$ cat src/rtl/clfsr_keystream_gen.sv
// -----------------------------------------------------------------------------
// clfsr_keystream_gen
//
// Keystream source for the C-LFSR image encryptor. A Q0.16 logistic map
// (x' = r*x*(1-x)) is warmed up after start and then periodically folded into
// a 32-bit Galois LFSR. The LFSR emits one 24-bit key word per pixel over a
// valid/ready handshake; the encrypt stage XORs word i into pixel i.
//
// Handshake: key_data is presented with key_valid; a word is consumed on every
// rising clock edge where key_valid && key_ready are both high. While key_valid
// is high and key_ready is low, key_data and words_out are held unchanged.
//
// Ports
//   clk        in   1    rising-edge clock
//   rst_n      in   1    asynchronous reset, active-low
//   start      in   1    one-cycle pulse; latches seeds and starts an image (ignored while busy)
//   seed_x     in   16   initial logistic state
//   seed_lfsr  in   32   initial LFSR state
//   key_ready  in   1    consumer accepts key_data this cycle
//   key_valid  out  1    key_data valid
//   key_data   out  24   key word = lfsr[23:0] ({R,G,B} key bytes)
//   busy       out  1    high in every state except IDLE
//   done       out  1    one-cycle pulse after the last word of an image is accepted
//   words_out  out  17   accepted-word count for the current image
//   dbg_state  out  3    current FSM state (debug observation only)
// -----------------------------------------------------------------------------
module clfsr_keystream_gen #(
    parameter int                 FRAC_W        = 16,
    parameter logic [FRAC_W+1:0]  R_COEF        = 18'h3FD70,
    parameter int                 WARMUP_ITERS  = 64,
    parameter int                 RESEED_PERIOD = 256,
    parameter int                 NUM_WORDS     = 65536,
    parameter logic [31:0]        LFSR_TAPS     = 32'h80200003
) (
    input  logic              clk,
    input  logic              rst_n,
    input  logic              start,
    input  logic [FRAC_W-1:0] seed_x,
    input  logic [31:0]       seed_lfsr,
    input  logic              key_ready,
    output logic              key_valid,
    output logic [23:0]       key_data,
    output logic              busy,
    output logic              done,
    output logic [16:0]       words_out,
    output logic [2:0]        dbg_state
);

    // Counter widths and terminal values. Counters compare against "last"
    // so the +1 never needs an extra bit.
    localparam int ITER_W   = (WARMUP_ITERS  > 1) ? $clog2(WARMUP_ITERS)  : 1;
    localparam int RESEED_W = (RESEED_PERIOD > 1) ? $clog2(RESEED_PERIOD) : 1;
    localparam logic [ITER_W-1:0]   ITER_LAST   = ITER_W'(WARMUP_ITERS - 1);
    localparam logic [RESEED_W-1:0] RESEED_LAST = RESEED_W'(RESEED_PERIOD - 1);
    localparam logic [16:0]         WORDS_LAST  = 17'(NUM_WORDS - 1);

    localparam logic [FRAC_W-1:0] X_SEED_DEFAULT = 16'h8000;
    localparam logic [FRAC_W-1:0] X_ZERO_ESCAPE  = 16'h5A5A;

    typedef enum logic [2:0] {
        ST_IDLE    = 3'd0,
        ST_CHAOS_A = 3'd1,
        ST_CHAOS_B = 3'd2,
        ST_MIX     = 3'd3,
        ST_RUN     = 3'd4
    } state_t;

    state_t                state_q,       state_d;
    logic [FRAC_W-1:0]     x_q,           x_d;
    logic [FRAC_W-1:0]     t_q,           t_d;
    logic [31:0]           lfsr_q,        lfsr_d;
    logic [ITER_W-1:0]     iter_cnt_q,    iter_cnt_d;
    logic [RESEED_W-1:0]   reseed_cnt_q,  reseed_cnt_d;
    logic                  reseed_mode_q, reseed_mode_d;
    logic [16:0]           words_q,       words_d;
    logic                  key_valid_q,   key_valid_d;
    logic [23:0]           key_data_q,    key_data_d;
    logic                  done_q,        done_d;

    // ---------------------------------------------------------------------
    // Logistic map datapath (unsigned, truncating)
    // ---------------------------------------------------------------------
    // Stage A: t = x*(1-x) in Q0.16. (1-x) needs 17 bits because x may be 0.
    logic [FRAC_W:0]     one_minus_x;
    logic [2*FRAC_W:0]   prod_a;
    // Stage B: p = r*t, r in Q2.16, so p carries two integer bits.
    logic [2*FRAC_W+1:0] prod_b;
    logic [FRAC_W+1:0]   p_val;
    logic [FRAC_W-1:0]   x_sat;
    logic [FRAC_W-1:0]   x_next;

    assign one_minus_x = {1'b1, {FRAC_W{1'b0}}} - {1'b0, x_q};
    assign prod_a      = {{(FRAC_W+1){1'b0}}, x_q} * {{FRAC_W{1'b0}}, one_minus_x};
    assign prod_b      = {{FRAC_W{1'b0}}, R_COEF} * {{(FRAC_W+2){1'b0}}, t_q};
    assign p_val       = prod_b[2*FRAC_W+1:FRAC_W];
    assign x_sat       = (p_val[FRAC_W+1:FRAC_W] != 2'b00) ? {FRAC_W{1'b1}} : p_val[FRAC_W-1:0];
    // A zero state is a fixed point of the map; kick it out to a known value.
    assign x_next      = (x_sat == '0) ? X_ZERO_ESCAPE : x_sat;

    // Fraction bits of both products are discarded; the integer bit of
    // prod_a can never be set because x*(1-x) <= 1/4.
    logic unused_prod_bits;
    assign unused_prod_bits = ^{prod_a[FRAC_W-1:0], prod_a[2*FRAC_W], prod_b[FRAC_W-1:0]};

    // ---------------------------------------------------------------------
    // LFSR datapath
    // ---------------------------------------------------------------------
    logic [31:0] lfsr_step;
    logic [31:0] lfsr_mix;
    logic [31:0] lfsr_mixed;

    assign lfsr_step  = (lfsr_q >> 1) ^ (lfsr_q[0] ? LFSR_TAPS : 32'd0);
    assign lfsr_mix   = lfsr_q ^ {x_q, ~x_q};
    // The all-zero state would lock the LFSR forever.
    assign lfsr_mixed = (lfsr_mix == 32'd0) ? 32'd1 : lfsr_mix;

    // ---------------------------------------------------------------------
    // State register
    // ---------------------------------------------------------------------
    always_ff @(posedge clk or negedge rst_n) begin
        if (!rst_n) begin
            state_q       <= ST_IDLE;
            x_q           <= '0;
            t_q           <= '0;
            lfsr_q        <= '0;
            iter_cnt_q    <= '0;
            reseed_cnt_q  <= '0;
            reseed_mode_q <= 1'b0;
            words_q       <= '0;
            key_valid_q   <= 1'b0;
            key_data_q    <= '0;
            done_q        <= 1'b0;
        end else begin
            state_q       <= state_d;
            x_q           <= x_d;
            t_q           <= t_d;
            lfsr_q        <= lfsr_d;
            iter_cnt_q    <= iter_cnt_d;
            reseed_cnt_q  <= reseed_cnt_d;
            reseed_mode_q <= reseed_mode_d;
            words_q       <= words_d;
            key_valid_q   <= key_valid_d;
            key_data_q    <= key_data_d;
            done_q        <= done_d;
        end
    end

    // ---------------------------------------------------------------------
    // Next-state logic
    // ---------------------------------------------------------------------
    always_comb begin
        state_d       = state_q;
        x_d           = x_q;
        t_d           = t_q;
        lfsr_d        = lfsr_q;
        iter_cnt_d    = iter_cnt_q;
        reseed_cnt_d  = reseed_cnt_q;
        reseed_mode_d = reseed_mode_q;
        words_d       = words_q;
        key_valid_d   = key_valid_q;
        key_data_d    = key_data_q;
        done_d        = 1'b0;

        unique case (state_q)
            ST_IDLE: begin
                if (start) begin
                    x_d           = (seed_x == '0) ? X_SEED_DEFAULT : seed_x;
                    lfsr_d        = (seed_lfsr == 32'd0) ? 32'd1 : seed_lfsr;
                    iter_cnt_d    = '0;
                    words_d       = '0;
                    reseed_mode_d = 1'b0;
                    state_d       = ST_CHAOS_A;
                end
            end

            ST_CHAOS_A: begin
                t_d     = prod_a[2*FRAC_W-1:FRAC_W];
                state_d = ST_CHAOS_B;
            end

            ST_CHAOS_B: begin
                x_d = x_next;
                if (reseed_mode_q) begin
                    state_d = ST_MIX;
                end else begin
                    iter_cnt_d = iter_cnt_q + 1'b1;
                    state_d    = (iter_cnt_q == ITER_LAST) ? ST_MIX : ST_CHAOS_A;
                end
            end

            ST_MIX: begin
                lfsr_d       = lfsr_mixed;
                reseed_cnt_d = '0;
                key_valid_d  = 1'b1;
                key_data_d   = lfsr_mixed[23:0];
                state_d      = ST_RUN;
            end

            ST_RUN: begin
                if (key_valid_q && key_ready) begin
                    lfsr_d       = lfsr_step;
                    words_d      = words_q + 17'd1;
                    reseed_cnt_d = reseed_cnt_q + 1'b1;
                    // End of image wins over a reseed landing on the same word.
                    if (words_q == WORDS_LAST) begin
                        done_d      = 1'b1;
                        key_valid_d = 1'b0;
                        state_d     = ST_IDLE;
                    end else if (reseed_cnt_q == RESEED_LAST) begin
                        key_valid_d   = 1'b0;
                        reseed_mode_d = 1'b1;
                        state_d       = ST_CHAOS_A;
                    end else begin
                        key_data_d = lfsr_step[23:0];
                    end
                end
            end

            default: begin
                state_d = ST_IDLE;
            end
        endcase
    end

    // ---------------------------------------------------------------------
    // Outputs
    // ---------------------------------------------------------------------
    assign key_valid = key_valid_q;
    assign key_data  = key_data_q;
    assign busy      = (state_q != ST_IDLE);
    assign done      = done_q;
    assign words_out = words_q;
    assign dbg_state = state_q;

endmodule

$ cat config.mk
export PLATFORM = sky130hd
export DESIGN_NAME = clfsr_keystream_gen
export DESIGN_NICKNAME = d
export VERILOG_FILES = /design/src/rtl/clfsr_keystream_gen.sv
export SDC_FILE = /design/constraint.sdc
export NUM_CORES = 1
export LEC_CHECK = 0
export CORE_ASPECT_RATIO = 1.5
export CORE_MARGIN = 10
export CORE_UTILIZATION = 40
export DETAILED_ROUTE_END_ITERATION = 8
export SYNTH_ARGS = -nofsm -noshare
export SYNTH_HDL_FRONTEND = slang
export SYNTH_SLANG_ARGS = --single-unit
$ cat constraint.sdc
create_clock -name clk -period 7.31 [get_ports clk]
set_clock_uncertainty 0.05 [all_clocks]
set_input_delay 0.731 -clock clk [delete_from_list [all_inputs] [get_ports clk]]
set_output_delay 0.731 -clock clk [all_outputs]
set_load 0.1 [all_outputs]
Word level (Yosys, flattened, before mapping) --
Cells that the tools add are included.
Word-level totals: input bits 52, output and inout bits 47, word-level logic and storage cells 97, flip-flop bits (word level) 125
Operators by class: reductions and logical operators 21, $add $sub $neg 4, bitwise logic cells 3, multipliers 2, multiplexer cells 42, equal/unequal tests 14
Operators by type and width (count):
- 32-bit 2-to-1 mux | 5
- 32-bit one-hot mux with 3 select lines | 1
- 24-bit 2-to-1 mux | 3
- 32-bit logical NOT | 2
- 16-bit 2-to-1 mux | 4
- 24-bit one-hot mux with 2 select lines | 1
- 17-bit 2-to-1 mux | 2
- 17-bit one-hot mux with 2 select lines | 1
- 16-bit logical NOT | 2
- 16-bit by 17-bit multiplier with 32-bit output | 1
- 16-bit one-hot mux with 2 select lines | 1
- 31-bit by 32-bit XOR with 32-bit output | 1
- 32-bit XOR | 1
- 14-bit by 16-bit multiplier with 30-bit output, first input constant | 1
- 17-bit by 1-bit adder with 17-bit output, second input constant | 1
- 17-bit by 16-bit equality test with 1-bit output, second input constant | 1
- 17-bit by 16-bit subtractor with 17-bit output, first input constant | 1
- 16-bit inverter | 1
- 8-bit one-hot mux with 2 select lines | 1
- 3-bit one-hot mux with 5 select lines | 1
- 3-bit AND reduction | 5
- 3-bit 2-to-1 mux | 4
- 6-bit 2-to-1 mux | 2
- 2-bit != test, second input constant | 6
- 20 further kinds | 37

Logic depth before layout (Yosys ltp) --
word-level depth 6, depth in mapped cells 31, mapped depth without buffers 30

Worst setup path after synthesis --
Ideal clock, no wire load.
path type reg-to-reg, start reg x_q[0], end reg t_q[15], setup time 0.136 ns, path slack -0.408 ns, buffers on the path 2, clock period less this slack 7.718 ns, cell stages (with the launch flop) 30, data arrival time 7.533 ns, required time 7.124 ns, path through dfrtp_1 -> inv_1 -> buf_1 -> ha_1 -> nor3b_1 -> nand2b_1 -> nor4_1 -> nor3b_1 -> ha_1 -> clkbuf_1 -> nand2b_1 -> fa_1 -> fa_1 -> fa_1 -> inv_1 -> fa_1 -> inv_1 -> fa_1 -> inv_1 -> fa_1 -> ha_1 -> o21ai_0 -> o21ai_0 -> a221oi_1 -> a2bb2oi_1 -> a21oi_1 -> o31ai_1 -> o2111ai_1 -> xnor2_1 -> o21ai_0
On the way: cells in the longest elaborated chain, start to end 2
RTL lines:
- from (decl) | line 69 | logic [FRAC_W-1:0] x_q, x_d;
- from (signal assigned) | line 123 | x_q <= '0;
- from (signal assigned) | line 135 | x_q <= x_d;
- 17-bit by 16-bit subtractor with 17-bit output | line 92 | assign one_minus_x = {1'b1, {FRAC_W{1'b0}}} - {1'b0, x_q};
- 16-bit by 17-bit multiplier with 32-bit output (*) | line 93 | assign prod_a = {{(FRAC_W+1){1'b0}}, x_q} * {{FRAC_W{1'b0}}, one_minus_x};
- to (signal assigned) | line 136 | t_q <= t_d;
- to (decl) | line 70 | logic [FRAC_W-1:0] t_q, t_d;
Every way passes the cells marked *; elsewhere a longest branch is shown, timed or not. A chain may end at the register's enable or synchronous reset.

Worst setup path after layout --
start reg x_q[6], end reg t_q[15]
The elaborated chain is that of the path after synthesis.

==> results by group <==
Placement
  – # port buffers: 98
  – Placement Cell Area: 0.0228 mm^2
  – GPL Wtd Cong: 0.916
  – Hpwl dp: 48.0 mm

Die
  – Chip Height: 298 um
  – IO Count: 99
  – Chip Width: 205 um
  – # rows: 101
  – Core Region: 0.0508 mm^2
  – Initial core utilization: 0.406
  – Total die area: 0.0613 mm^2

Synthesis
  – EDFF count, synth: 0
  – Post-synthesis compound-gate area fraction: 0.0922
  – Post-Synth Adder-Cell Area: 0.455
  – Warnings from Yosys: 0
  – Post-Syn Instances: 2,246
  – Netlist cell types: 70
  – Synth Register Bits: 125
  – Post-synthesis sequential area ratio: 0.152
  – Mux contribution to synthesized area: 0.00297
  – Top_reg_cell synth: dfrtp_1
  – Simple-gate portion of the synthesized area: 0.160
  – XOR/XNOR Fraction of Synth Area: 0.0386
  – Synthesized area per cell: 9.19 um^2
  – Largest family of logic cells by synthesized area: adder cells
  – Asr flop ratio synth: 1.00
  – Synth Cell Area: 0.0206 mm^2

Finish
  – Finished Cell Area: 0.0241 mm^2
  – Syn-to-layout area delta: 16.6%
  – Nets: 2,986
  – N_diodes: 0
  – Layout cells sized above 1: 0.0950

STA
  – Setup Viol. Count Final: 0
  – Worst hold slack: 0.383 ns
  – Fin crit share: 0.984
  – RSZ-0062 raised after global routing: true
  – Final Hold Fails: 0
  – FMAX: 0.139 GHz
  – Relative slew margins: 0.198
  – Final Max Slew Viols: 0
  – Actual slew at the worst max-slew pin: 1.20 ns
  – Tmin final: 7.19 ns

GRT
  – Gr usage total: 0.197
  – Vias in the first global route: 17,467
  – First-pass GRT wire length: 95.1 mm
  – Largest net degree at the start of global routing: 76
  – Grt ovf: 0
  – Antenna violations before repair: 1

Critical path
  – R2R Setup Slk: 0.12 ns
  – Worst reg2reg path depth: 24
  – R2r startpoint: x_q[6]
  – Critical setup path kind: reg2reg
  – Data arrival, critical path: 7.44 ns
  – CP max FO: 4
  – R2r endpoint: t_q[15]
  – Worst path required time: 7.56 ns
  – Startpoint types: flip-flop
  – Crit path capture type: flip-flop

CTS
  – Clock sink count: 125
  – Post-cts hold buffer count: 0
  – CTS tree: done
  – Root Buffer: clkbuf_16
  – Max H-tree Level: 4
  – Clock-pin slew on the worst setup and hold paths: 0.07 ns
  – Clk buf depth: 2
  – CTS buffer count: 17
  – Clk_lat worst skew: 0.44 ns

Detailed routing
  – DRT iter0 DRCs: 980
  – Vias/cell: 5.23
  – Final ANT Viol Nets: 0
  – DRC: 0
  – Wire per inst: 19.4 um
  – Routed Wire Length: 59.2 mm
  – Vias: 15,996
  – Pre-antenna DRT Iters: 6

Job
  – Max cap viols: 0

Worst hold path
  – Min-Delay Path Class: in2async

Status
  – Outcome: finished, final reports clean
==> cells by family after synthesis <==
family                   after synthesis
AND/OR/NAND/NOR                      633
adder cells (fa/ha/maj)              558
buffers and inverters                543
AO/OA/AOI/OAI                        288
flip-flops                           125
XOR/XNOR                              91
multiplexers                           6
other                                  2
==> flip-flops by register name (all words and copies together), names as in the netlist <==
signal,cells
lfsr_q,32
key_data,24
words_out,17
t_q,16
x_q,16
reseed_cnt_q,8
iter_cnt_q,6
dbg_state,3
done,1
key_valid,1
reseed_mode_q,1
==> layout by cell type (no fill, tap or decap), types with 10 or more instances in the layout <==
master / Yosys / final
fa_1: 322 / 319
conb_1: 2 / 13
nand2_1: 120 / 118
o21ai_0: 66 / 61
nor3b_1: 13 / 10
clkbuf_16: 0 / 17
xor2_1: 53 / 53
a221oi_1: 24 / 23
a21o_1: 12 / 12
clkdlybuf4s50_1: 0 / 97
inv_1: 447 / 437
ha_1: 236 / 220
or3_1: 11 / 10
nor4_1: 20 / 16
nand4_1: 18 / 18
nand3_1: 24 / 23
a21oi_1: 90 / 86
dfrtp_1: 125 / 125
nor2_1: 149 / 147
nor2b_1: 69 / 63
inv_2: 0 / 10
a32oi_1: 15 / 15
and2_1: 24 / 23
ha_4: 0 / 14
nand2b_1: 130 / 121
and3_1: 12 / 12
buf_4: 0 / 93
xnor2_1: 38 / 38
nor3_1: 16 / 14
==> through the flow <==
stage | setup TNS [ns] | instances | utilization | setup slack, ns
finish | 0 | 3058 | 0.474 | 0.116
global route | -0.861 | 3058 | 0.474 | -0.134
CTS | -0.122 | 3052 | 0.467 | -0.0634
detailed placement | -1.79 | 3007 | 0.449 | -0.272
global placement | -0.209 | 3007 | 0.449 | -0.0636
floorplan | 0 | 2257 | - | 0.00516
==> synth_stat cells, types with 9 or more instances <==
| cell | n | area (um^2) |
|---|---|---|
| nor3_1 | 16 | 80.1 |
| nor4_1 | 20 | 125 |
| fa_1 | 322 | 6450 |
| xor2_1 | 53 | 464 |
| o21ai_0 | 66 | 330 |
| nor2b_1 | 69 | 432 |
| ha_1 | 236 | 2950 |
| or3_1 | 11 | 68.8 |
| a21oi_1 | 90 | 450 |
| a21o_1 | 12 | 90.1 |
| nor2_1 | 149 | 559 |
| nand2b_1 | 130 | 813 |
| nand3_1 | 24 | 120 |
| dfrtp_1 | 125 | 3130 |
| and2_1 | 24 | 150 |
| a221oi_1 | 24 | 210 |
| and3b_1 | 9 | 78.8 |
| a32oi_1 | 15 | 131 |
| nor3b_1 | 13 | 97.6 |
| inv_1 | 447 | 1680 |
| xnor2_1 | 38 | 333 |
| and3_1 | 12 | 75.1 |
| nand2_1 | 120 | 450 |
| clkbuf_1 | 88 | 330 |
| nand4_1 | 18 | 113 |
| a222oi_1 | 9 | 90.1 |
==> routing by layer <==
layer	global-route usage	wire [um]	vias to the layer above
li1	-	-	7385
met4	0.0742	2230	2
met2	0.376	33700	364
met3	0.0214	1810	124
met1	0.216	21500	8121
met5	0	13	-
==> worst max-delay path by stage <==
stage	end	cells past startpoint	start	slack, ns
4_1_cts	t_q[15]	26	x_q[8]	-0.06
3_3_place_gp	t_q[15]	26	x_q[6]	-0.06
6_report	t_q[15]	24	x_q[6]	0.12
5_1_grt	t_q[15]	27	x_q[1]	-0.13
3_5_place_dp	t_q[14]	27	x_q[0]	-0.27
2_1_floorplan	t_q[15]	28	x_q[6]	0.005
==> worst max-delay path, stage by stage (launching register included) <==
cell       delay (ns)
dfrtp_1          0.39
or4_4            0.57
nor4_4           0.17
nand2b_1         0.15
or3_4            0.36
or3_1            0.40
fa_1             0.59
fa_1             0.44
fa_1             0.51
inv_2            0.04
fa_1             0.45
fa_1             0.51
inv_1            0.05
fa_1             0.49
inv_2            0.05
ha_4             0.27
nand2_4          0.04
or4_4            0.52
a21oi_4          0.17
o21bai_4         0.09
a21oi_4          0.21
o31ai_4          0.11
o2111ai_2        0.20
xnor2_1          0.14
o21ai_1          0.08
==> cell type report <==
type                    instances  area [um^2]
fillers                      4912        26700
multi-input cells            1589        16000
flip-flops and latches        125         3130
repair buffers                196         1760
inverters                     447         1680
well taps                     669          837
clock buffers                  18          429
clock inverters                14          208
==> timing repair <==
action	4_1_cts	5_1_grt
resized for setup	38	53
buffers inserted	13	6
pin swaps	40	52
endpoints found under the setup margin	13	14
Power is left out: the tool's default activity adds up to more than one toggle a clock period on the data nets, which glitch-free logic cannot reach.
